**src/rtl/dmem_arbiter.sv**
```systemverilog
// Shares one single-port data memory between the CPU data path and a loader/DMA port.
// The CPU gets one access, then the loader gets up to MAX_BURST back-to-back accesses, repeating.
module dmem_arbiter #(
  parameter int ADDR_W    = 32,
  parameter int DATA_W    = 32,
  parameter int MAX_BURST = 4
) (
  input  logic              clk_i,
  input  logic              rst_i,
  input  logic              cpu_req_i,
  input  logic              cpu_we_i,
  input  logic [ADDR_W-1:0] cpu_addr_i,
  input  logic [DATA_W-1:0] cpu_wdata_i,
  output logic              cpu_stall_o,
  output logic [DATA_W-1:0] cpu_rdata_o,
  input  logic              ld_req_i,
  input  logic              ld_we_i,
  input  logic [ADDR_W-1:0] ld_addr_i,
  input  logic [DATA_W-1:0] ld_wdata_i,
  output logic              ld_gnt_o,
  output logic [DATA_W-1:0] ld_rdata_o,
  output logic              ld_rvalid_o,
  output logic [ADDR_W-1:0] mem_addr_o,
  output logic [DATA_W-1:0] mem_wdata_o,
  output logic              mem_read_o,
  output logic              mem_write_o,
  input  logic [DATA_W-1:0] mem_rdata_i,
  output logic [15:0]       stall_cnt_o
);

  localparam int CNT_W = (MAX_BURST > 1) ? $clog2(MAX_BURST) : 1;
  localparam logic [CNT_W-1:0] CNT_LAST = CNT_W'(MAX_BURST - 1);

  typedef enum logic {
    PRI_CPU = 1'b0,
    PRI_LD  = 1'b1
  } pri_t;

  pri_t             pri_r;
  logic [CNT_W-1:0] cnt_r;
  logic             g_ld_s;
  logic             g_cpu_s;

  // Grants are gated by reset so nothing reaches memory while rst_i is low.
  assign g_ld_s      = rst_i & ld_req_i & ((pri_r == PRI_LD) | ~cpu_req_i);
  assign g_cpu_s     = rst_i & cpu_req_i & ~g_ld_s;
  assign ld_gnt_o    = g_ld_s;
  assign cpu_stall_o = rst_i & cpu_req_i & ~g_cpu_s;
  assign cpu_rdata_o = mem_rdata_i;

  // Steer the memory port from whichever requester holds the grant.
  always_comb begin
    mem_addr_o  = {ADDR_W{1'b0}};
    mem_wdata_o = {DATA_W{1'b0}};
    mem_read_o  = 1'b0;
    mem_write_o = 1'b0;
    if (g_cpu_s) begin
      mem_addr_o  = cpu_addr_i;
      mem_wdata_o = cpu_wdata_i;
      mem_read_o  = ~cpu_we_i;
      mem_write_o = cpu_we_i;
    end else if (g_ld_s) begin
      mem_addr_o  = ld_addr_i;
      mem_wdata_o = ld_wdata_i;
      mem_read_o  = ~ld_we_i;
      mem_write_o = ld_we_i;
    end else begin
      mem_addr_o  = {ADDR_W{1'b0}};
      mem_wdata_o = {DATA_W{1'b0}};
    end
  end

  // Priority owner and loader burst counter.
  always_ff @(posedge clk_i or negedge rst_i) begin
    if (!rst_i) begin
      pri_r <= PRI_CPU;
      cnt_r <= {CNT_W{1'b0}};
    end else if (g_cpu_s) begin
      pri_r <= PRI_LD;
      cnt_r <= {CNT_W{1'b0}};
    end else if (g_ld_s) begin
      if (cnt_r == CNT_LAST) begin
        pri_r <= PRI_CPU;
        cnt_r <= {CNT_W{1'b0}};
      end else begin
        cnt_r <= cnt_r + CNT_W'(1);
      end
    end else begin
      pri_r <= pri_r;
      cnt_r <= cnt_r;
    end
  end

  // Loader read data is captured one cycle after its granted read.
  always_ff @(posedge clk_i or negedge rst_i) begin
    if (!rst_i) begin
      ld_rvalid_o <= 1'b0;
      ld_rdata_o  <= {DATA_W{1'b0}};
    end else begin
      ld_rvalid_o <= g_ld_s & ~ld_we_i;
      if (g_ld_s && !ld_we_i) begin
        ld_rdata_o <= mem_rdata_i;
      end else begin
        ld_rdata_o <= ld_rdata_o;
      end
    end
  end

  // Saturating count of CPU stall cycles.
  always_ff @(posedge clk_i or negedge rst_i) begin
    if (!rst_i) begin
      stall_cnt_o <= 16'h0000;
    end else if (cpu_stall_o && (stall_cnt_o != 16'hFFFF)) begin
      stall_cnt_o <= stall_cnt_o + 16'h0001;
    end else begin
      stall_cnt_o <= stall_cnt_o;
    end
  end

endmodule

```
**config.mk**
```make
export PLATFORM = sky130hd
export DESIGN_NAME = dmem_arbiter
export DESIGN_NICKNAME = d
export VERILOG_FILES = /design/src/rtl/dmem_arbiter.sv
export SDC_FILE = /design/constraint.sdc
export NUM_CORES = 1
export LEC_CHECK = 0
export CAP_MARGIN = 20
export CORE_AREA = 5 5 120 122
export DETAILED_ROUTE_END_ITERATION = 10
export DIE_AREA = 0 0 125 127
export PLACE_DENSITY = 0.68
export RECOVER_POWER = 50
export SKIP_LAST_GASP = 1
export SLEW_MARGIN = 30
export SYNTH_ARGS = -nofsm -noshare
export SYNTH_HDL_FRONTEND = slang
export SYNTH_SLANG_ARGS = --single-unit
```
**constraint.sdc**
```tcl
create_clock -name clk_i -period 5.4 [get_ports clk_i]
set_clock_uncertainty 0.1 [all_clocks]
set_input_delay 1.08 -clock clk_i [delete_from_list [all_inputs] [get_ports clk_i]]
set_output_delay 1.08 -clock clk_i [all_outputs]
set_load 0.005 [all_outputs]
```
After elaboration in Yosys (flattened, before gate mapping)
Cells that the tools add are included.

storage, ports and cells
  input port bits = 166
  output and inout port bits = 149
  word-level logic and storage cells = 41
  register bits after elaboration = 52

operators by class
  eq/ne operators = 2
  add/sub/neg operators = 2
  bitwise operators = 12
  reductions and logical operators = 6
  multiplexer cells = 14

operator list
  kind                                                             count
  32-bit two-way mux                                               4
  16-bit by 1-bit adder with 16-bit output, second input constant  1
  16-bit inequality test, second input constant                    1
  1-bit two-way mux                                                7
  1-bit bitwise AND                                                6
  2-bit two-way mux                                                3
  1-bit inverter                                                   5
  2-bit nonzero test                                               2
  2-bit by 1-bit adder with 2-bit output, second input constant    1
  2-bit equality test, second input constant                       1
  1-bit logical AND                                                2
  2-bit AND reduction                                              1
  1-bit zero test                                                  1
  1-bit bitwise OR                                                 1

Depth between registers and ports, before layout
Gate-level depths: netlist of run 1.

  word-level depth = 8
  gate-level depth with buffers = 6
  gate-level depth less buffers = 5

Worst setup path before layout of run 1
Ideal clock, no wire load.

  path type = in2out
  from = input port rst_i
  to = output port mem_read_o
  arrival time = 1.878 ns
  data required time = 4.220 ns
  stages on the path = 6
  path slack = 2.342 ns
  path buffers = 2
  cells stage by stage = nand2_1 > a21oi_4 > nor2b_1 > buf_4 > buf_6 > a21o_1

between the ends
  word-level cells in the longest chain between the ends = 5
  elaborated cells on any way between the ends = 7
  those cells by class = 2 x mux; 5 x bitwise

RTL lines
  item                             RTL line  text
  start: declaration               9         input logic rst_i,
  1-bit bitwise AND (2 in series)  45        assign g_ld_s = rst_i & ld_req_i & ((pri_r == PRI_LD) | ~cpu_req_i);
  1-bit inverter                   46        assign g_cpu_s = rst_i & cpu_req_i & ~g_ld_s;
  1-bit bitwise AND                46
  1-bit two-way mux (*)            57        if (g_cpu_s) begin
  end: declaration                 25        output logic mem_read_o,

Mark *: on every way between the ends. The rest lies on a longest branch, timed or not.

Final worst setup path of run 1
  from = input port ld_req_i
  to = output port mem_read_o

between the ends
  word-level cells in the longest chain between the ends = 5
  elaborated cells on any way between the ends = 6
  those cells by class = 2 x mux; 4 x bitwise

RTL lines
  item                                 RTL line  text
  start: declaration                   16        input logic ld_req_i,
  1-bit bitwise AND (*) (2 in series)  45
  1-bit inverter                       46
  1-bit bitwise AND                    46
  1-bit two-way mux (*)                57

Marked as above.

==> qor.csv, run 1 <==
metric;value;unit
grt_overflow;0;
dp_hpwl;11900;um
synth_area_per_cell;11.2;um^2
reg2reg_from;pri_r;
num_rows;42;
ys.flop_type;dfrtp_1;
cts_setup_buffers;0;
die-area;15900;um^2
rsz0062_at_grt;no;
worstPathMaxFanout;43;
layout_common_cells;clkdlybuf4s50_1 (258), a22o_1 (64), dlygate4sd3_1 (55);
drt_iter0_markers;78;
setup_violations;0;
switching_share;26.4;%
final_common_cell;clkdlybuf4s50_1;
timing.final.crit_share;81.6;%
cts_resized;0;
power_density;223;nW/um^2
internal_power;0.00103;W
power;0.00139;W
cp_cell_sequence;dlygate4sd3_1, nand2_1, a21oi_1, buf_4, nor2b_2, a21o_1, clkdlybuf4s50_1;
cts.sinks;52;
gp_congestion;0.944;
final_nets;718;
end_kind;output port;
antenna_found_initial;0;
grt_usage;16.1;%
slew_headroom;-13.8;%
fillers;1240;
ff_latch_area;1300;um^2
core;13100;um^2
cts_tree;built;
finalHoldViolations;0;
grt_pass1_wl;20300;um
vias_per_cell;4.54;
status;finished, violations left;
criticalPathCategory;in -> out;
num_vias;3301;
stdcell_count;727;
synth_area;3090;um^2
insertion_delay;0.28;ns
max-cap-violations;1;
first_global_vias;3537;
hold_start;ld_rdata_o[31];
fin_crit;4.40;ns
startpoint_type;primary input;
drive_gt1_share;3.63;%
tightest_slew;1.71;ns
path_clk_slew;0.06;ns
dp.cells;719;
place_ws;1.00;ns
numCtsBuffers;5;
pin_count;315;
wl;13700;um
async_flop_share;100;%
dr.pass1.iters;4;
ys_warn_count;0;
syn_nets;444;
synth-seq-cells;52;
ys_seq_area_share;42.1;%
hold_class;reg -> reg;
root_buffer;clkbuf_16;
startpoint;ld_req_i;
syn_inst;276;
die_width;125;um
cp_data_arrival_time;3.22;ns
final.setup.worst_slack;0.995;ns
crit_slowest_cell;dlygate4sd3_1;
finalSetupTns;0;ns
clock_path_buffers;2;
ir_drop;0.000130;V
reg2regPathDepth;6;
crit_end;mem_read_o;
n_antenna_cell;0;
p_switching;0.000368;W
synth_edf_count;0;
combPwrFrac;39.8;%
multi_input_area;1390;um^2
ctsHoldBuffers;0;
violations;max-capacitance violations, max-slew violations;
slew_viol_final;34;
die_h;127;um
r2r_end;ld_rdata_o[0];
max_stage_delay;0.62;ns
crit_required;4.22;ns
io_buffers;314;
ys_types;32;
cts_max_level;2;
wire_per_inst;18.8;um
drcViolationCount;0;
p_seq_share;37.5;%
p_leak;2.52;nW
start_util;23.6;%
ant_nets;0;
fmax;227;MHz
reg2reg_slack;2.14;ns
area_growth;102;%
grt_max_degree;64;
clkPwrFrac;22.7;%
[critical path: cells and delay by family]
family / cells / cell delay (ns)
compound gates: 2 / 0.28
buf+inv: 3 / 1.53
simple gates: 2 / 0.32
[power groups by stage]
stage	Sequential, W	Combinational (W)	Clock (W)
after floorplan	0.000534	0.000176	0
final	0.000524	0.000555	0.000316
after CTS	0.000530	0.000600	0.000335
after global placement	0.000532	0.000590	0
after global routing	0.000536	0.000595	0.000348
after detailed placement	0.000537	0.000599	0
[synth_stat cells (3+ instances only)]
cell,n,area [um^2]
xnor2_1,8,70.1
dfrtp_1,52,1300
clkbuf_1,11,41.3
buf_4,33,248
mux2_1,28,315
buf_6,3,33.8
nand4_1,8,50.1
a21oi_1,4,20.0
nand2_1,13,48.8
inv_1,5,18.8
a22o_1,64,561
mux2_2,7,78.8
buf_2,5,25.0
nor2_1,4,15.0
nand3_1,8,40.0
and4_1,3,26.3
[logic make-up (layout without fill, tap and decap cells)]
kind of cell / count (synthesis) / in the layout / synth area share, %
adders and majority gates: 2 / 2 / 0.809
muxes: 37 / 37 / 13.4
and+or+nand+nor: 42 / 42 / 7.97
xor gates and xnor gates: 9 / 9 / 2.55
AOI/OAI and AO/OA: 77 / 77 / 21.4
buffers and inverters: 57 / 332 / 11.8
DFF: 52 / 52 / 42.1
[sequential cells by signal, indices dropped and copies added (netlist names)]
register	count
pri_r	1
stall_cnt_o	16
cnt_r	2
ld_rdata_o	32
ld_rvalid_o	1
[metal layers]
metal / wire length, um / share of wire (%) / GRT usage, % / vias up
li1: - / - / - / 1555
met2: 7430 / 54 / 31.1 / 183
met4: 229 / 1.7 / 4.21 / 0
met1: 4450 / 32 / 15.3 / 1552
met3: 1590 / 12 / 7.43 / 11
met5: 0 / 0 / 0 / -
[cell type report]
| type | instances | area share [%] |
|---|---|---|
| Sequential cell | 52 | 20.8 |
| Timing Repair Buffer | 319 | 50.8 |
| Clock buffer | 7 | 2.28 |
| Clock inverter | 1 | 0.120 |
| Inverter | 5 | 0.300 |
| Tap cell | 176 | 3.52 |
| Multi-Input combinational cell | 167 | 22.2 |
[stage by stage]
| stage | instance area, um^2 | util [%] | hold slack (ns) |
|---|---|---|---|
| CTS | 6320 | 48.3 | 0.392 |
| detailed placement | 6170 | 47.1 | 0.376 |
| global placement | 6170 | 47.1 | 0.366 |
| finish | 6260 | 47.9 | 0.380 |
| global route | 6260 | 47.9 | 0.401 |
| floorplan | 3090 | - | 0.383 |
[how the worst min path moves through the flow]
| stage | to | cells past startpoint |
|---|---|---|
| after floorplan | ld_rdata_o[10] | 1 |
| after global placement | ld_rdata_o[18] | 1 |
| after detailed placement | ld_rdata_o[24] | 1 |
| after CTS | ld_rdata_o[24] | 1 |
| after global routing | ld_rdata_o[24] | 1 |
| final | ld_rdata_o[31] | 1 |
(Power assumes the default switching activity.)
==> run 2, diff against run 1 <==
--- a/config.mk
+++ b/config.mk
@@ -6,10 +6,10 @@
 export NUM_CORES = 1
 export LEC_CHECK = 0
 export CAP_MARGIN = 20
-export CORE_AREA = 5 5 120 122
+export CORE_AREA = 5 5 121 123
 export DETAILED_ROUTE_END_ITERATION = 10
-export DIE_AREA = 0 0 125 127
-export PLACE_DENSITY = 0.68
+export DIE_AREA = 0 0 126 128
+export PLACE_DENSITY = 0.67
 export RECOVER_POWER = 50
 export SKIP_LAST_GASP = 1
 export SLEW_MARGIN = 30
==> constraint.sdc (replaced) <==
create_clock -name clk_i -period 4.5 [get_ports clk_i]
set_clock_uncertainty 0.1 [all_clocks]
set_input_delay 0.9 -clock clk_i [delete_from_list [all_inputs] [get_ports clk_i]]
set_output_delay 0.9 -clock clk_i [all_outputs]
set_load 0.005 [all_outputs]
==> run 2 against run 1 <==
  * The flow still finishes with violations (max-capacitance violations, max-slew violations)
  * Global-route usage up 0.13 points
  * Setup slack got worse by 0.57 ns
  * Cell count grew 0.55%
  * Sequential power rose by 20%
  * Die area is 1.6% higher
  * Count of clock-buffer cells in the layout is 2 lower
  * Combinational power rose by 21%
  * Via count grew 0.48%
  * Power increased by 22%
  * Highest routed layer unchanged
==> qor.csv, run 2 (synthesis results as in run 1) <==
metric;value;unit;change
die_h;128;um;was 127 um
multi_input_area;1400;um^2;was 1390 um^2
fin_crit;4.08;ns;
power_density;271;nW/um^2;was 223 nW/um^2
root_buffer;clkbuf_16;;unchanged
pin_count;315;;unchanged
cts_tree;built;;unchanged
finalSetupTns;0;ns;unchanged
place_ws;0.416;ns;was 1.00 ns
cp_data_arrival_time;3.08;ns;was 3.22 ns
max-cap-violations;1;;unchanged
cts.sinks;52;;unchanged
grt_max_degree;67;;was 64
top_layer_used;met4;;unchanged
core;13600;um^2;was 13100 um^2
num_rows;43;;was 42
cts_resized;0;;unchanged
setup_violations;0;;unchanged
insertion_delay;0.29;ns;was 0.28 ns
largest_reg_flops;32;;unchanged
final.setup.worst_slack;0.424;ns;was 0.995 ns
final_common_cell;clkdlybuf4s50_1;;unchanged
fmax;245;MHz;
placed_area;6180;um^2;was 6170 um^2
grt_overflow;0;;unchanged
p_leak;2.53;nW;was 2.52 nW
die_width;126;um;was 125 um
drive_gt1_share;3.82;%;was 3.63%
hold_class;reg -> reg;;unchanged
timing.final.crit_share;90.6;%;
crit_slowest_cell;dlygate4sd3_1;;unchanged
die-area;16100;um^2;was 15900 um^2
ff_latch_area;1300;um^2;unchanged
wire_per_inst;18.7;um;was 18.8 um
criticalPathCategory;in -> out;;unchanged
dr_wl_met3;1510;um;was 1590 um
numCtsBuffers;5;;unchanged
vias_per_cell;4.54;;about the same
violations;max-capacitance violations, max-slew violations;;unchanged
start_util;22.8;%;was 23.6%
finalHoldViolations;0;;unchanged
antenna_found_initial;1;;was 0
grt_pass1_wl;20700;um;was 20300 um
ctsHoldBuffers;0;;unchanged
end_kind;output port;;unchanged
io_buffers;314;;unchanged
final_nets;719;;was 718
met2_length;7380;um;was 7430 um
fin_area;6300;um^2;was 6260 um^2
cts_max_level;2;;unchanged
drt_iter0_markers;88;;was 78
ir_drop;0.000142;V;was 0.000130 V
num_vias;3317;;was 3301
slew_headroom;-20.4;%;was -13.8%
cts_setup_buffers;0;;unchanged
max_stage_delay;0.62;ns;about the same
layout_common_cells;clkdlybuf4s50_1 (257), a22o_1 (64), dlygate4sd3_1 (56);;was clkdlybuf4s50_1 (258), a22o_1 (64), dlygate4sd3_1 (55)
grt_usage;16.2;%;was 16.1%
wl_met1;4370;um;was 4450 um
utilization;46.4;%;was 47.9%
gp_congestion;0.930;;was 0.944
tightest_slew;1.81;ns;was 1.71 ns
fillers;1304;;was 1240
area_growth;103;%;was 102%
regMostFlops;ld_rdata_o;;unchanged
dp_hpwl;11800;um;was 11900 um
first_global_vias;3591;;was 3537
crit_required;3.50;ns;was 4.22 ns
dr.pass1.iters;4;;unchanged
worstPathMaxFanout;34;;was 43
clock_path_buffers;2;;unchanged
slew_viol_final;34;;unchanged
drcViolationCount;0;;unchanged
rsz0062_at_grt;no;;unchanged
cp_cell_sequence;dlygate4sd3_1, nand2_1, a21oi_4, buf_4, a22o_1, clkdlybuf4s50_1;;was dlygate4sd3_1, nand2_1, a21oi_1, buf_4, nor2b_2, a21o_1, clkdlybuf4s50_1
startpoint_type;primary input;;unchanged
path_clk_slew;0.06;ns;about the same
reg.largest.list;ld_rdata_o (32), stall_cnt_o (16), cnt_r (2);;unchanged
status;finished, violations left;;unchanged
power;0.00170;W;was 0.00139 W
ant_nets;0;;unchanged
wl;13700;um;about the same
## run 2: worst paths after layout
kind                                 from              to  slack, ns  cells past startpoint
max                              ld_req_i  mem_wdata_o[1]       0.42                      6
min                        ld_rdata_o[26]  ld_rdata_o[26]       0.38                      1
max reg2reg                         pri_r   ld_rdata_o[3]       1.47                      5
min reg2reg                ld_rdata_o[26]  ld_rdata_o[26]       0.38                      1
max in group asynchronous           rst_i   ld_rdata_o[5]       3.11                      2
min in group asynchronous           rst_i  stall_cnt_o[5]       0.71                      2
## run 2: layout make-up
| cell class | instances | share of cell area [%] |
|---|---|---|
| antenna | 1 | 0.0397 |
| timing repair buffer | 320 | 50.7 |
| clock buffer | 5 | 1.99 |
| tap | 180 | 3.58 |
| inverter | 5 | 0.298 |
| clock inverter | 1 | 0.477 |
| multi-input combinational | 167 | 22.3 |
| sequential | 52 | 20.7 |
## run 2: through the flow
| step | hold slack [ns] | std cells |
|---|---|---|
| 2_1_floorplan | 0.383 | 276 |
| 3_3_place_gp | 0.372 | 724 |
| 3_5_place_dp | 0.374 | 724 |
| 4_1_cts | 0.388 | 730 |
| 5_1_grt | 0.400 | 731 |
| 6_report | 0.377 | 731 |
## run 2: report_power, final
group          leakage, nW  switching (W)  internal (W)
Sequential           0.632      0.0000666      0.000563
Clock               0.0758       0.000148      0.000256
Combinational         1.83       0.000222      0.000448
## run 2: layer usage
| metal | global-route usage [%] | vias to the layer above |
|---|---|---|
| met2 | 30.5 | 202 |
| li1 | - | 1556 |
| met5 | 0 | - |
| met4 | 6.44 | 0 |
| met3 | 6.21 | 21 |
| met1 | 15.9 | 1538 |
## run 2: critical path, delay by kind of cell
kind	cells	cell delay (ns)
AND/OR/NAND/NOR	1	0.12
buffers and inverters	3	1.58
AO/OA/AOI/OAI	2	0.46
